**config.mk**
```make
export PLATFORM = sky130hd
export DESIGN_NAME = rp_test_sequencer
export DESIGN_NICKNAME = d
export VERILOG_FILES = /design/src/rtl/rp_testing_pkg.sv /design/src/rtl/rp_debounce.sv /design/src/rtl/rp_test_sequencer.sv
export SDC_FILE = /design/constraint.sdc
export NUM_CORES = 1
export LEC_CHECK = 0
export CAP_MARGIN = 20
export CORE_ASPECT_RATIO = 1.1
export CORE_UTILIZATION = 60
export DETAILED_ROUTE_END_ITERATION = 8
export PLACE_DENSITY = 0.8
export SKIP_LAST_GASP = 1
export SYNTH_ARGS = -nofsm -noshare
export SYNTH_HDL_FRONTEND = slang
export SYNTH_HIERARCHICAL = 1
export SYNTH_SLANG_ARGS = --single-unit
```
**constraint.sdc**
```tcl
create_clock -name pll_inst1_CLKOUT0 -period 6.1 [get_ports pll_inst1_CLKOUT0]
set_input_delay 1.22 -clock pll_inst1_CLKOUT0 [delete_from_list [all_inputs] [get_ports pll_inst1_CLKOUT0]]
set_output_delay 1.22 -clock pll_inst1_CLKOUT0 [all_outputs]
set_load 0.005 [all_outputs]
```
**src/rtl/rp_testing_pkg.sv**
```systemverilog
// Shared types and constants for the rp_testing measurement sequencer.
package rp_testing_pkg;

  typedef enum logic [2:0] {
    ST_IDLE,
    ST_PULSE,
    ST_SETTLE,
    ST_MEAS,
    ST_DONE
  } state_t;

  localparam logic [3:0] LED_PULSE  = 4'b0001;
  localparam logic [3:0] LED_SETTLE = 4'b0010;
  localparam logic [3:0] LED_MEAS   = 4'b0100;
  localparam logic [3:0] LED_DONE   = 4'b1000;

  // Bits needed to hold values 0..n-1; never narrower than one bit.
  function automatic int cnt_width(input int n);
    return (n <= 2) ? 1 : $clog2(n);
  endfunction

endpackage

```
**src/rtl/rp_debounce.sv**
```systemverilog
// Button conditioner: 2-FF synchronizer, consecutive-mismatch debounce,
// and a one-cycle registered event on each 0->1 of the debounced level.
module rp_debounce
  import rp_testing_pkg::*;
#(
  parameter int DEBOUNCE_CYCLES = 50000
) (
  input  logic clk,
  input  logic rst_n,
  input  logic raw,
  output logic evt
);

  localparam int DW = cnt_width(DEBOUNCE_CYCLES);
  localparam logic [DW-1:0] LAST = DW'(DEBOUNCE_CYCLES - 1);

  logic          sync_p0;
  logic          sync_p1;
  logic          level;
  logic [DW-1:0] cnt;

  // Bring the raw button into the clock domain.
  always_ff @(posedge clk or negedge rst_n) begin
    if (!rst_n) begin
      sync_p0 <= 1'b0;
      sync_p1 <= 1'b0;
    end else begin
      sync_p0 <= raw;
      sync_p1 <= sync_p0;
    end
  end

  // Accept a new level only after it has disagreed for DEBOUNCE_CYCLES in a row.
  always_ff @(posedge clk or negedge rst_n) begin
    if (!rst_n) begin
      level <= 1'b0;
      cnt   <= '0;
      evt   <= 1'b0;
    end else if (sync_p1 != level) begin
      if (cnt == LAST) begin
        level <= sync_p1;
        cnt   <= '0;
        evt   <= sync_p1;
      end else begin
        cnt <= cnt + 1'b1;
        evt <= 1'b0;
      end
    end else begin
      cnt <= '0;
      evt <= 1'b0;
    end
  end

endmodule

```
**src/rtl/rp_test_sequencer.sv**
```systemverilog
// Button-triggered pulse / settle / edge-count sequencer with paged LED readout.
module rp_test_sequencer
  import rp_testing_pkg::*;
#(
  parameter int DEBOUNCE_CYCLES = 50000,
  parameter int PULSE_CYCLES    = 8,
  parameter int SETTLE_CYCLES   = 16,
  parameter int WINDOW_CYCLES   = 1024,
  parameter int CNT_W           = 16
) (
  input  logic             pll_inst1_CLKOUT0,
  input  logic             rst_n,
  input  logic             btn_start,
  input  logic             btn_page,
  input  logic             data_in,
  output logic             to_osc,
  output logic [3:0]       LED,
  output logic             busy,
  output logic [CNT_W-1:0] result,
  output logic             result_valid
);

  localparam int PH_MAX =
    (PULSE_CYCLES > SETTLE_CYCLES)
      ? ((PULSE_CYCLES > WINDOW_CYCLES) ? PULSE_CYCLES : WINDOW_CYCLES)
      : ((SETTLE_CYCLES > WINDOW_CYCLES) ? SETTLE_CYCLES : WINDOW_CYCLES);
  localparam int PH_W   = cnt_width(PH_MAX);
  localparam int NPAGES = CNT_W / 4;
  localparam int PAGE_W = cnt_width(NPAGES);

  logic              clk;
  logic              start_evt;
  logic              page_evt;
  logic              data_p0;
  logic              data_p1;
  logic              data_p2;
  logic              rise;
  state_t            state;
  logic [PH_W-1:0]   phase;
  logic [CNT_W-1:0]  count;
  logic [PAGE_W-1:0] page;
  logic [3:0]        nibble;

  assign clk    = pll_inst1_CLKOUT0;
  assign rise   = data_p1 & ~data_p2;
  assign nibble = 4'(result >> {page, 2'b00});

  rp_debounce #(.DEBOUNCE_CYCLES(DEBOUNCE_CYCLES)) u_db_start (
    .clk   (clk),
    .rst_n (rst_n),
    .raw   (btn_start),
    .evt   (start_evt)
  );

  rp_debounce #(.DEBOUNCE_CYCLES(DEBOUNCE_CYCLES)) u_db_page (
    .clk   (clk),
    .rst_n (rst_n),
    .raw   (btn_page),
    .evt   (page_evt)
  );

  // Synchronize data_in and keep its previous sample every cycle, so an edge
  // straddling window entry is still seen.
  always_ff @(posedge clk or negedge rst_n) begin
    if (!rst_n) begin
      data_p0 <= 1'b0;
      data_p1 <= 1'b0;
      data_p2 <= 1'b0;
    end else begin
      data_p0 <= data_in;
      data_p1 <= data_p0;
      data_p2 <= data_p1;
    end
  end

  // Run sequencer; one phase counter is reloaded on each timed-state entry.
  always_ff @(posedge clk or negedge rst_n) begin
    if (!rst_n) begin
      state        <= ST_IDLE;
      to_osc       <= 1'b0;
      busy         <= 1'b0;
      result       <= '0;
      result_valid <= 1'b0;
      page         <= '0;
      phase        <= '0;
      count        <= '0;
    end else begin
      case (state)
        ST_IDLE: begin
          if (start_evt) begin
            state        <= ST_PULSE;
            to_osc       <= 1'b1;
            busy         <= 1'b1;
            result_valid <= 1'b0;
            page         <= '0;
            count        <= '0;
            phase        <= PH_W'(PULSE_CYCLES - 1);
          end else if (page_evt) begin
            page <= (page == PAGE_W'(NPAGES - 1)) ? '0 : page + 1'b1;
          end
        end
        ST_PULSE: begin
          if (phase == '0) begin
            state  <= ST_SETTLE;
            to_osc <= 1'b0;
            phase  <= PH_W'(SETTLE_CYCLES - 1);
          end else begin
            phase <= phase - 1'b1;
          end
        end
        ST_SETTLE: begin
          if (phase == '0) begin
            state <= ST_MEAS;
            phase <= PH_W'(WINDOW_CYCLES - 1);
          end else begin
            phase <= phase - 1'b1;
          end
        end
        ST_MEAS: begin
          if (rise && (count != {CNT_W{1'b1}})) count <= count + 1'b1;
          if (phase == '0) state <= ST_DONE;
          else             phase <= phase - 1'b1;
        end
        ST_DONE: begin
          result       <= count;
          result_valid <= 1'b1;
          busy         <= 1'b0;
          state        <= ST_IDLE;
        end
        default: state <= ST_IDLE;
      endcase
    end
  end

  // Registered LED: status code while running, selected result nibble when idle.
  always_ff @(posedge clk or negedge rst_n) begin
    if (!rst_n) begin
      LED <= 4'b0000;
    end else begin
      case (state)
        ST_PULSE:  LED <= LED_PULSE;
        ST_SETTLE: LED <= LED_SETTLE;
        ST_MEAS:   LED <= LED_MEAS;
        ST_DONE:   LED <= LED_DONE;
        default:   LED <= result_valid ? nibble : 4'b0000;
      endcase
    end
  end

endmodule

```
==> results.py, run 1 <==
metrics = {
    "placement": {
        "placed_cells_incl_taps": 571,
        "dpl.hpwl_mm": 6.40,
        "buffer_ports.inserted": 27,
        "detailedPlace.worstSlack_ns": 3.71,
        "gp_congestion": 0.846,
    },
    "synth": {
        "synthCells": 451,
        "synth_edf_count": 0,
        "postSynthRegisterBits": 97,
        "async_reset_ff_frac": 1.00,
        "netlist_top_cells_count": "sky130_fd_sc_hd__dfrtp_1, sky130_fd_sc_hd__nor2_1, sky130_fd_sc_hd__nand2_1, sky130_fd_sc_hd__xnor2_1, sky130_fd_sc_hd__nor3_1",
        "synth_area_leaders": "sky130_fd_sc_hd__dfrtp_1, sky130_fd_sc_hd__xnor2_1, sky130_fd_sc_hd__mux2_2",
        "synth_largest_area_cell": "sky130_fd_sc_hd__dfrtp_1",
        "syn_avg_cell_area_um2": 10.6,
        "synthMostInstantiatedCell": "sky130_fd_sc_hd__dfrtp_1",
        "synth_seq_area_share": 0.506,
        "post_synth_instance_area_um2": 4800,
        "distinct_cells_synth": 57,
        "synth_largest_type_area_fraction": 0.506,
        "synthFlopType": "sky130_fd_sc_hd__dfrtp_1",
        "syn-num-nets": 461,
        "synth-warning-count": 6,
    },
    "status": {
        "status": "completed",
    },
    "worst_setup_path": {
        "worst_setup_end_kind": "output pin",
        "crit_slowest_cell": "sky130_fd_sc_hd__clkdlybuf4s50_1",
        "worst-endpoint-required_ns": 4.88,
        "reg2reg_from": "state[0]",
        "critical_path.top_delay_family": "buffers and inverters",
        "worst-path-buf-inv": 1,
        "critPathMaxFanout": 8,
        "timing.critical_path.cells": "clkdlybuf4s50_1",
        "timing.reg2reg.worst_path_depth": 3,
        "max_stage_delay_ns": 0.55,
        "worst_ep_arrival_time_ns": 1.38,
        "timing.reg2reg.setup_slack_ns": 3.85,
        "critPathLaunchType": "register",
        "timing.rr.end": "result[12]",
        "crit_type": "reg2out",
    },
    "floorplanning": {
        "placeableCoreArea_um2": 7600,
        "floorplan.initialDensity": 0.631,
        "floorplan.die.width_um": 87.2,
        "die_height_um": 95.8,
        "area_of_the_die_um2": 8360,
        "pin_count": 28,
        "cell_row_count": 33,
    },
    "finish": {
        "fin_util": 0.707,
        "layout_net_count": 487,
        "layout.filler_cells": 562,
        "post_layout_nonfiller_instances": 587,
        "drive_above_1_share": 0.122,
        "flow.area_growth_from_synthesis_pct": 12.0,
        "inserted_diodes": 0,
    },
    "cts": {
        "cts-buffers-inserted": 9,
        "cts-resized-gates": 0,
        "sinks_on_the_clock_net": 97,
        "post_cts_hold_buffer_count": 0,
        "path_clk_slew_ns": 0.09,
        "ctsLongestPathBuffers": 2,
        "cts_tree": "built",
        "post_cts.repair.setup_buffers": 0,
        "cts_max_level": 3,
        "clockRootBuffer": "sky130_fd_sc_hd__clkbuf_8",
        "clk_latency_ns": 0.37,
    },
    "sta": {
        "setup_ws_ns": 3.50,
        "number_of_hold_violations_in_the_final_report": 0,
        "worst_clock_skew_ns": 0.0141,
        "setup_viol": 0,
        "rsz0062_at_grt": "no",
        "max_freq_ghz": 0.385,
        "final.hold.worst_slack_ns": 0.352,
        "fin_tns_setup_ns": 0,
        "drv_slew": 0,
        "max_slew.worst_pin.slew_ns": 0.958,
        "worst_slew_margin_rel": 0.355,
        "finalCritPeriodShare": 0.426,
        "finalWorstPathRequiredPeriod_ns": 2.60,
    },
    "detailed_routing": {
        "detail_route.wirelength_mm": 9.14,
        "total_drc_errors_in_the_routed_layout": 0,
        "via_count": 3595,
        "wl_per_cell_um": 15.6,
        "detailedRoute.firstPassIterationCount": 4,
        "avgViaCountPerCell": 6.12,
        "drtIter0Drc": 221,
        "antenna_violating_nets_post_route": 0,
    },
    "run": {
        "max_cap_violations": 0,
    },
    "global_routing": {
        "initial_antenna_violation_count": 0,
        "grt_util_all_layers": 0.247,
        "gr-total-overflow": 0,
        "first_global_vias": 3404,
        "grt_start_max_net_pins": 69,
        "wire_length_of_the_first_global_routing_pass_mm": 15.9,
    },
    "power": {
        "leakage_nw": 2.27,
        "maximum_resistive_drop_on_vdd_mv": 0.116,
        "power_density_nw_per_um2": 213,
    },
    "worst_hold_path": {
        "worst_hold_path.endpoint": "u_db_page/sync_p1",
        "min_delay_path_class": "reg2reg",
        "hold_start": "u_db_page/sync_p0",
        "min_delay_path_depth": 0,
    },
}
==> power by group <==
group	switching [mW]	internal (mW)	total, mW
Sequential	0.00458	0.648	0.653
Clock	0.223	0.244	0.467
Combinational	0.0183	0.00662	0.0249
==> worst max path at each step <==
stage,start,endpoint,slack (ns),depth (start not counted)
2_1_floorplan,phase[0],phase[2],4.17,6
3_3_place_gp,rst_n,u_db_start/cnt[9],3.73,2
3_5_place_dp,rst_n,u_db_start/cnt[9],3.71,2
4_1_cts,result_valid,result_valid,3.49,1
5_1_grt,result_valid,result_valid,3.44,1
6_report,result_valid,result_valid,3.50,1
==> cells by family (layout without fill, tap and decap cells) <==
group / Yosys count / in the layout / share of synthesized area
buf+inv: 32 / 63 / 0.0290
xor+xnor: 30 / 30 / 0.0548
fa+ha+maj: 5 / 5 / 0.0130
mux: 29 / 29 / 0.0757
compound gates: 64 / 64 / 0.0877
flops: 97 / 97 / 0.506
simple gates: 194 / 194 / 0.234
==> stage by stage <==
| step | power (mW) | instance area [um^2] |
|---|---|---|
| 2_1_floorplan | 0.673 | 4800 |
| 3_3_place_gp | 0.690 | 5140 |
| 3_5_place_dp | 0.691 | 5140 |
| 4_1_cts | 1.15 | 5370 |
| 5_1_grt | 1.19 | 5370 |
| 6_report | 1.14 | 5370 |
==> area by class of cell <==
cell class,instances,area [um^2],share of cell area
Clock buffer,10,138,0.0256
Multi-Input combinational cell,322,2240,0.416
Clock inverter,6,90.1,0.0168
Sequential cell,97,2430,0.452
Inverter,18,67.6,0.0126
Timing Repair Buffer,29,283,0.0526
Tap cell,105,131,0.0245
==> registers in the layout (all words and copies together), names as in the netlist, 2 cells and up <==
signal and count:
LED 4, result 16, state 3, phase 10
u_db_start/cnt 16, page 2, u_db_page/cnt 16, count 16
==> placed cells by master (no fill, tap or decap), drive strengths merged, types with 5 or more instances in the layout <==
cell type	n
a211oi	7
a21oi	14
and3	8
clkbuf	10
clkdlybuf4s50	26
dfrtp	97
ha	5
inv	19
mux2	18
mux2i	7
nand2	25
nand3	21
nand4	16
nor2	49
nor3	20
nor4	10
nor4b	5
nor4bb	5
o21ai	13
o31ai	10
or2	5
or3	6
or4	7
xnor2	23
xor2	7
==> per-layer routing <==
layer  routed length (um)  GRT usage
met2                 4440      0.396
met1                 4250      0.344
met4                  170     0.0956
met3                  278     0.0326
met5                    0          0
Power figures use the tool's default switching activity.
==> inputs of run 2 (changes only) <==
--- a/config.mk
+++ b/config.mk
@@ -7,9 +7,9 @@
 export LEC_CHECK = 0
 export CAP_MARGIN = 20
 export CORE_ASPECT_RATIO = 1.1
-export CORE_UTILIZATION = 60
+export CORE_UTILIZATION = 59
 export DETAILED_ROUTE_END_ITERATION = 8
-export PLACE_DENSITY = 0.8
+export PLACE_DENSITY = 0.79
 export SKIP_LAST_GASP = 1
 export SYNTH_ARGS = -nofsm -noshare
 export SYNTH_HDL_FRONTEND = slang
==> constraint.sdc (replaced) <==
create_clock -name pll_inst1_CLKOUT0 -period 2.6 [get_ports pll_inst1_CLKOUT0]
set_input_delay 0.52 -clock pll_inst1_CLKOUT0 [delete_from_list [all_inputs] [get_ports pll_inst1_CLKOUT0]]
set_output_delay 0.52 -clock pll_inst1_CLKOUT0 [all_outputs]
set_load 0.005 [all_outputs]
==> run 2 against run 1 <==
Clock power is 120% higher. Via count is 0.95% lower. Sequential share of layout area down 0.33 points. Wire length increased by 4.4%. Register-to-register slack got worse by 3.4 ns. First-iteration DRC count shrank 31%. Combinational power rose to 2.6 times the previous value. Worst hold slack improved by 0.0037 ns. Utilization shrank 2.3 points. Clock skew down 0.0052 ns. Non-clock buffer count rose by 5. Critical endpoint is now to_osc. Largest power group unchanged.
==> results.py, run 2 (synthesis results as in run 1) <==
metrics = {
    "worst_setup_path": {
        "worst_ep_arrival_time_ns": 2.38,
        "worst-endpoint-required_ns": 2.83,
        "timing.reg2reg.setup_slack_ns": 0.45,
        "worst_setup_end_kind": "register",
        "timing.rr.end": "to_osc",
        "reg2reg_from": "phase[0]",
        "critPathLaunchType": "register",
        "crit_type": "reg2reg",
        "critPathMaxFanout": 7,
        "timing.reg2reg.worst_path_depth": 6,
    },
    "power": {
        "finalPower_mw": 2.65,
        "maximum_resistive_drop_on_vdd_mv": 0.392,
        "leakage_nw": 2.29,
        "power_density_nw_per_um2": 489,
    },
    "floorplanning": {
        "pin_count": 28,
        "cell_row_count": 34,
        "floorplan.die.width_um": 88.0,
        "placeableCoreArea_um2": 7910,
        "floorplan.initialDensity": 0.606,
        "area_of_the_die_um2": 8490,
        "die_height_um": 96.6,
    },
    "cts": {
        "sinks_on_the_clock_net": 97,
        "cts_max_level": 3,
        "cts-resized-gates": 0,
        "ctsLongestPathBuffers": 2,
        "clk_latency_ns": 0.36,
        "clockRootBuffer": "sky130_fd_sc_hd__clkbuf_8",
        "cts-buffers-inserted": 9,
        "cts_tree": "built",
        "path_clk_slew_ns": 0.09,
        "post_cts.repair.setup_buffers": 0,
    },
    "sta": {
        "finalWorstPathRequiredPeriod_ns": 2.15,
        "fin_tns_setup_ns": 0,
        "number_of_hold_violations_in_the_final_report": 0,
        "max_freq_ghz": 0.466,
        "setup_viol": 0,
        "finalCritPeriodShare": 0.826,
        "worst_clock_skew_ns": 0.00887,
        "max_slew.worst_pin.slew_ns": 0.806,
        "rsz0062_at_grt": "no",
        "drv_slew": 0,
        "worst_slew_margin_rel": 0.458,
    },
    "detailed_routing": {
        "detailedRoute.firstPassIterationCount": 5,
        "total_drc_errors_in_the_routed_layout": 0,
        "wl_per_cell_um": 16.0,
        "via_count": 3561,
        "detail_route.wirelength_mm": 9.54,
        "antenna_violating_nets_post_route": 0,
        "drtIter0Drc": 153,
        "avgViaCountPerCell": 5.98,
    },
    "global_routing": {
        "grt_util_all_layers": 0.244,
        "first_global_vias": 3370,
        "initial_antenna_violation_count": 0,
        "grt_start_max_net_pins": 53,
        "gr-total-overflow": 0,
        "wire_length_of_the_first_global_routing_pass_mm": 15.8,
    },
    "worst_hold_path": {
        "hold_start": "u_db_page/sync_p0",
        "worst_hold_path.endpoint": "u_db_page/sync_p1",
        "min_delay_path_class": "reg2reg",
        "min_delay_path_depth": 0,
    },
    "finish": {
        "layout_common_cells": "sky130_fd_sc_hd__dfrtp_1, sky130_fd_sc_hd__nor2_1, sky130_fd_sc_hd__clkdlybuf4s50_1, sky130_fd_sc_hd__nand2_1, sky130_fd_sc_hd__xnor2_1",
        "inserted_diodes": 0,
        "mostFrequentLayoutCell": "sky130_fd_sc_hd__dfrtp_1",
        "flow.area_growth_from_synthesis_pct": 12.9,
        "layout_net_count": 492,
        "layout.filler_cells": 608,
        "drive_above_1_share": 0.125,
    },
    "placement": {
        "dpl.hpwl_mm": 6.64,
        "gp_congestion": 0.876,
        "buffer_ports.inserted": 27,
    },
    "run": {
        "max_cap_violations": 0,
    },
    "status": {
        "status": "completed",
    },
}
-- run 2: cell count changes in the layout (fill, tap and decap cells not counted), sizes merged --
cell / delta
clkinv: -1
clkinvlp: +1
clkbuf: +1
inv: -1
buf: +4
dlygate4sd3: +1
-- run 2: critical path, cell delays in order (launching register included) --
cell	delay (ns)
sky130_fd_sc_hd__dfrtp_1	0.41
sky130_fd_sc_hd__inv_1	0.10
sky130_fd_sc_hd__ha_1	0.23
sky130_fd_sc_hd__nor4b_2	0.54
sky130_fd_sc_hd__nand3_1	0.33
sky130_fd_sc_hd__o31ai_1	0.30
sky130_fd_sc_hd__o21ai_0	0.12
-- run 2: final cells by class --
| cell class | count | area, um^2 | area share |
|---|---|---|---|
| Clock buffer | 11 | 131 | 0.0243 |
| Clock inverter | 5 | 80.1 | 0.0148 |
| Inverter | 18 | 67.6 | 0.0125 |
| Multi-Input combinational cell | 322 | 2240 | 0.413 |
| Sequential cell | 97 | 2430 | 0.448 |
| Tap cell | 108 | 135 | 0.0250 |
| Timing Repair Buffer | 34 | 335 | 0.0620 |
-- run 2: through the flow --
step / std cells / setup WS, ns / area [um^2] / utilization / hold WS, ns
5_1_grt: 595 / 0.236 / 5410 / 0.684 / 0.366
4_1_cts: 595 / 0.458 / 5410 / 0.684 / 0.358
2_1_floorplan: 451 / 0.665 / 4800 / - / 0.224
3_3_place_gp: 578 / 0.579 / 5190 / 0.656 / 0.334
6_report: 595 / 0.452 / 5410 / 0.684 / 0.356
3_5_place_dp: 578 / 0.479 / 5190 / 0.656 / 0.339
-- run 2: per-layer routing --
layer  up-vias  share of wire  GRT usage  wire [um]
met3        16          0.047     0.0476        449
met1      1737           0.45      0.321       4280
li1       1705              -          -          -
met5         -              0          0          0
met4         0          0.023     0.0956        218
met2       103           0.48      0.399       4590
-- run 2: report_power, final --
| group | switching (mW) | internal, mW | total, mW |
|---|---|---|---|
| clock network | 0.511 | 0.541 | 1.05 |
| registers | 0.0103 | 1.52 | 1.53 |
| logic | 0.0447 | 0.0197 | 0.0643 |
| total | 0.566 | 2.08 | 2.65 |
-- run 2: worst max path at each step --
| stage | startpoint | endpoint | slack, ns |
|---|---|---|---|
| floorplan | phase[0] | phase[2] | 0.67 |
| global placement | phase[0] | phase[2] | 0.58 |
| detailed placement | phase[0] | to_osc | 0.48 |
| CTS | phase[0] | to_osc | 0.46 |
| global route | phase[0] | to_osc | 0.24 |
| finish | phase[0] | to_osc | 0.45 |
-- run 2: timing repair --
| action | in CTS | in global routing |
|---|---|---|
| hold buffers | 1 | 0 |
| endpoints found under the hold margin | 11 | 0 |
| setup endpoints to repair | 0 | 0 |
==> inputs of run 3 (changes only) <==
==> constraint.sdc (replaced) <==
create_clock -name pll_inst1_CLKOUT0 -period 2.2 [get_ports pll_inst1_CLKOUT0]
set_input_delay 0.44 -clock pll_inst1_CLKOUT0 [delete_from_list [all_inputs] [get_ports pll_inst1_CLKOUT0]]
set_output_delay 0.44 -clock pll_inst1_CLKOUT0 [all_outputs]
set_load 0.005 [all_outputs]
==> run 3 against run 2 <==
Clock skew increased by 0.0029 ns. Utilization is 1.1 points higher. Combinational power up 17%. Flip-flop and latch count is the same. Worst setup slack worse by 0.28 ns. Largest cell class unchanged. Clock power is 26% higher. Largest power group unchanged. Maximum frequency increased by 6.1%.
==> results.py, run 3 (synthesis results as in run 1) <==
metrics = {
    "worst_hold_path": {
        "min_delay_path_class": "in2async",
    },
    "cts": {
        "cts-buffers-inserted": 9,
        "clk_latency_ns": 0.37,
        "sinks_on_the_clock_net": 97,
        "cts_tree": "built",
        "post_cts.repair.setup_buffers": 0,
        "clockRootBuffer": "sky130_fd_sc_hd__clkbuf_8",
        "cts_max_level": 3,
        "cts-resized-gates": 0,
        "path_clk_slew_ns": 0.10,
        "ctsLongestPathBuffers": 2,
        "post_cts_hold_buffer_count": 0,
    },
    "power": {
        "leakage_nw": 2.35,
        "comb_power_share": 0.023,
        "maximum_resistive_drop_on_vdd_mv": 0.467,
        "power.share.switching": 0.218,
        "finalPower_mw": 3.20,
        "netSwitchingPower_mw": 0.700,
        "power_density_nw_per_um2": 583,
        "pwr-share-clk": 0.412,
        "p_int_mw": 2.50,
        "pwr-share-seq": 0.565,
    },
    "global_routing": {
        "gr-total-overflow": 0,
        "grt_util_all_layers": 0.252,
        "first_global_vias": 3478,
        "grt_start_max_net_pins": 43,
        "wire_length_of_the_first_global_routing_pass_mm": 16.3,
        "initial_antenna_violation_count": 0,
    },
    "worst_setup_path": {
        "worst_ep_arrival_time_ns": 2.28,
        "worst-endpoint-required_ns": 2.46,
        "critPathMaxFanout": 5,
        "worst_setup_end_kind": "register",
        "critical_path.top_delay_family": "simple AND/OR/NAND/NOR gates",
        "worst-path-buf-inv": 2,
        "max_stage_delay_ns": 0.53,
        "critPathLaunchType": "register",
        "timing.critical_path.cells": "inv_1 -> ha_1 -> or4b_4 -> nor4b_4 -> buf_4 -> a211oi_1 -> a2bb2oi_1",
        "crit_type": "reg2reg",
        "crit_slowest_cell": "sky130_fd_sc_hd__or4b_4",
    },
    "detailed_routing": {
        "via_count": 3635,
        "total_drc_errors_in_the_routed_layout": 0,
        "avgViaCountPerCell": 6.02,
        "antenna_violating_nets_post_route": 0,
        "wl_per_cell_um": 15.8,
        "drtIter0Drc": 220,
        "detailedRoute.firstPassIterationCount": 4,
        "detail_route.wirelength_mm": 9.51,
    },
    "sta": {
        "max_slew.worst_pin.slew_ns": 0.578,
        "max_freq_ghz": 0.494,
        "setup_viol": 0,
        "number_of_hold_violations_in_the_final_report": 0,
        "worst_clock_skew_ns": 0.0118,
        "finalWorstPathRequiredPeriod_ns": 2.02,
        "worst_slew_margin_rel": 0.612,
        "drv_slew": 0,
        "fin_tns_setup_ns": 0,
        "setup_ws_ns": 0.175,
        "rsz0062_at_grt": "no",
        "finalCritPeriodShare": 0.920,
    },
    "finish": {
        "finalInstanceArea_um2": 5500,
        "mostFrequentLayoutCell": "sky130_fd_sc_hd__dfrtp_1",
        "drive_above_1_share": 0.147,
        "flow.area_growth_from_synthesis_pct": 14.7,
        "layout_net_count": 501,
        "inserted_diodes": 0,
        "fin_util": 0.695,
        "layout_common_cells": "sky130_fd_sc_hd__dfrtp_1, sky130_fd_sc_hd__nor2_1, sky130_fd_sc_hd__clkdlybuf4s50_1, sky130_fd_sc_hd__nand2_1, sky130_fd_sc_hd__xnor2_1",
    },
    "floorplanning": {
        "die_height_um": 96.6,
        "floorplan.initialDensity": 0.606,
        "pin_count": 28,
        "floorplan.die.width_um": 88.0,
        "cell_row_count": 34,
        "area_of_the_die_um2": 8490,
        "placeableCoreArea_um2": 7910,
    },
    "placement": {
        "buffer_ports.inserted": 27,
        "gp_congestion": 0.848,
        "dpl.hpwl_mm": 6.74,
        "detailedPlace.worstSlack_ns": 0.0914,
        "postPlaceCellArea_um2": 5250,
    },
    "run": {
        "max_cap_violations": 0,
    },
    "status": {
        "status": "completed",
    },
}
run 3: cell count changes in the layout (fill, tap and decap cells not counted):
cell,previous run,this run
sky130_fd_sc_hd__inv_6,0,3
sky130_fd_sc_hd__buf_4,6,16
sky130_fd_sc_hd__clkinv_4,0,1
sky130_fd_sc_hd__clkinvlp_4,2,0
sky130_fd_sc_hd__clkinv_2,1,0
sky130_fd_sc_hd__clkbuf_1,2,0
sky130_fd_sc_hd__clkbuf_8,9,10
sky130_fd_sc_hd__dlygate4sd3_1,1,0
run 3: power groups by stage:
stage	combinational (mW)	sequential [mW]	clock, mW
after global routing	0.0888	1.81	1.42
after floorplan	0.0248	1.84	0
after global placement	0.0751	1.84	0
after detailed placement	0.0774	1.84	0
after CTS	0.0777	1.81	1.36
final	0.0750	1.81	1.32
run 3: stage by stage:
stage                     std cells  hold WS (ns)
after floorplan                 451         0.144
after global placement          586         0.333
after detailed placement        586         0.335
after CTS                       602        0.0227
after global routing            604        0.0505
final                           604        0.0180
run 3: cell type report:
| type | count | area (um^2) |
|---|---|---|
| Clock buffer | 10 | 138 |
| Clock inverter | 6 | 95.1 |
| Fill cell | 622 | 2410 |
| Inverter | 18 | 67.6 |
| Multi-Input combinational cell | 322 | 2240 |
| Sequential cell | 97 | 2430 |
| Tap cell | 108 | 135 |
| Timing Repair Buffer | 43 | 400 |
run 3: worst paths after layout:
check / cells after the start / startpoint / endpoint / slack, ns
worst max-delay path: 7 / phase[0] / phase[5] / 0.18
worst min-delay path: 1 / rst_n / data_p1 / 0.02
worst max register to register: 7 / phase[0] / phase[5] / 0.18
worst min register to register: 0 / u_db_page/sync_p0 / u_db_page/sync_p1 / 0.35
max in group asynchronous: 2 / rst_n / u_db_page/cnt[2] / 1.52
min in group pll_inst1_CLKOUT0: 0 / u_db_page/sync_p0 / u_db_page/sync_p1 / 0.35
run 3: layer usage:
layer  vias up  track usage  wire, um  share of wire
li1       1729            -         -              -
met1      1792        0.330      4210           0.44
met2        88        0.413      4670           0.49
met3        26       0.0340       390          0.041
met4         0        0.126       244          0.026
met5         -            0         0              0
run 3: worst register-to-register path, delay by kind of cell, from the launching register on:
kind / cells / cell delay (ns)
and+or+nand+nor: 2 / 0.84
DFF: 1 / 0.41
buffers and inverters: 2 / 0.27
adders and majority gates: 1 / 0.23
AOI/OAI and AO/OA: 2 / 0.17
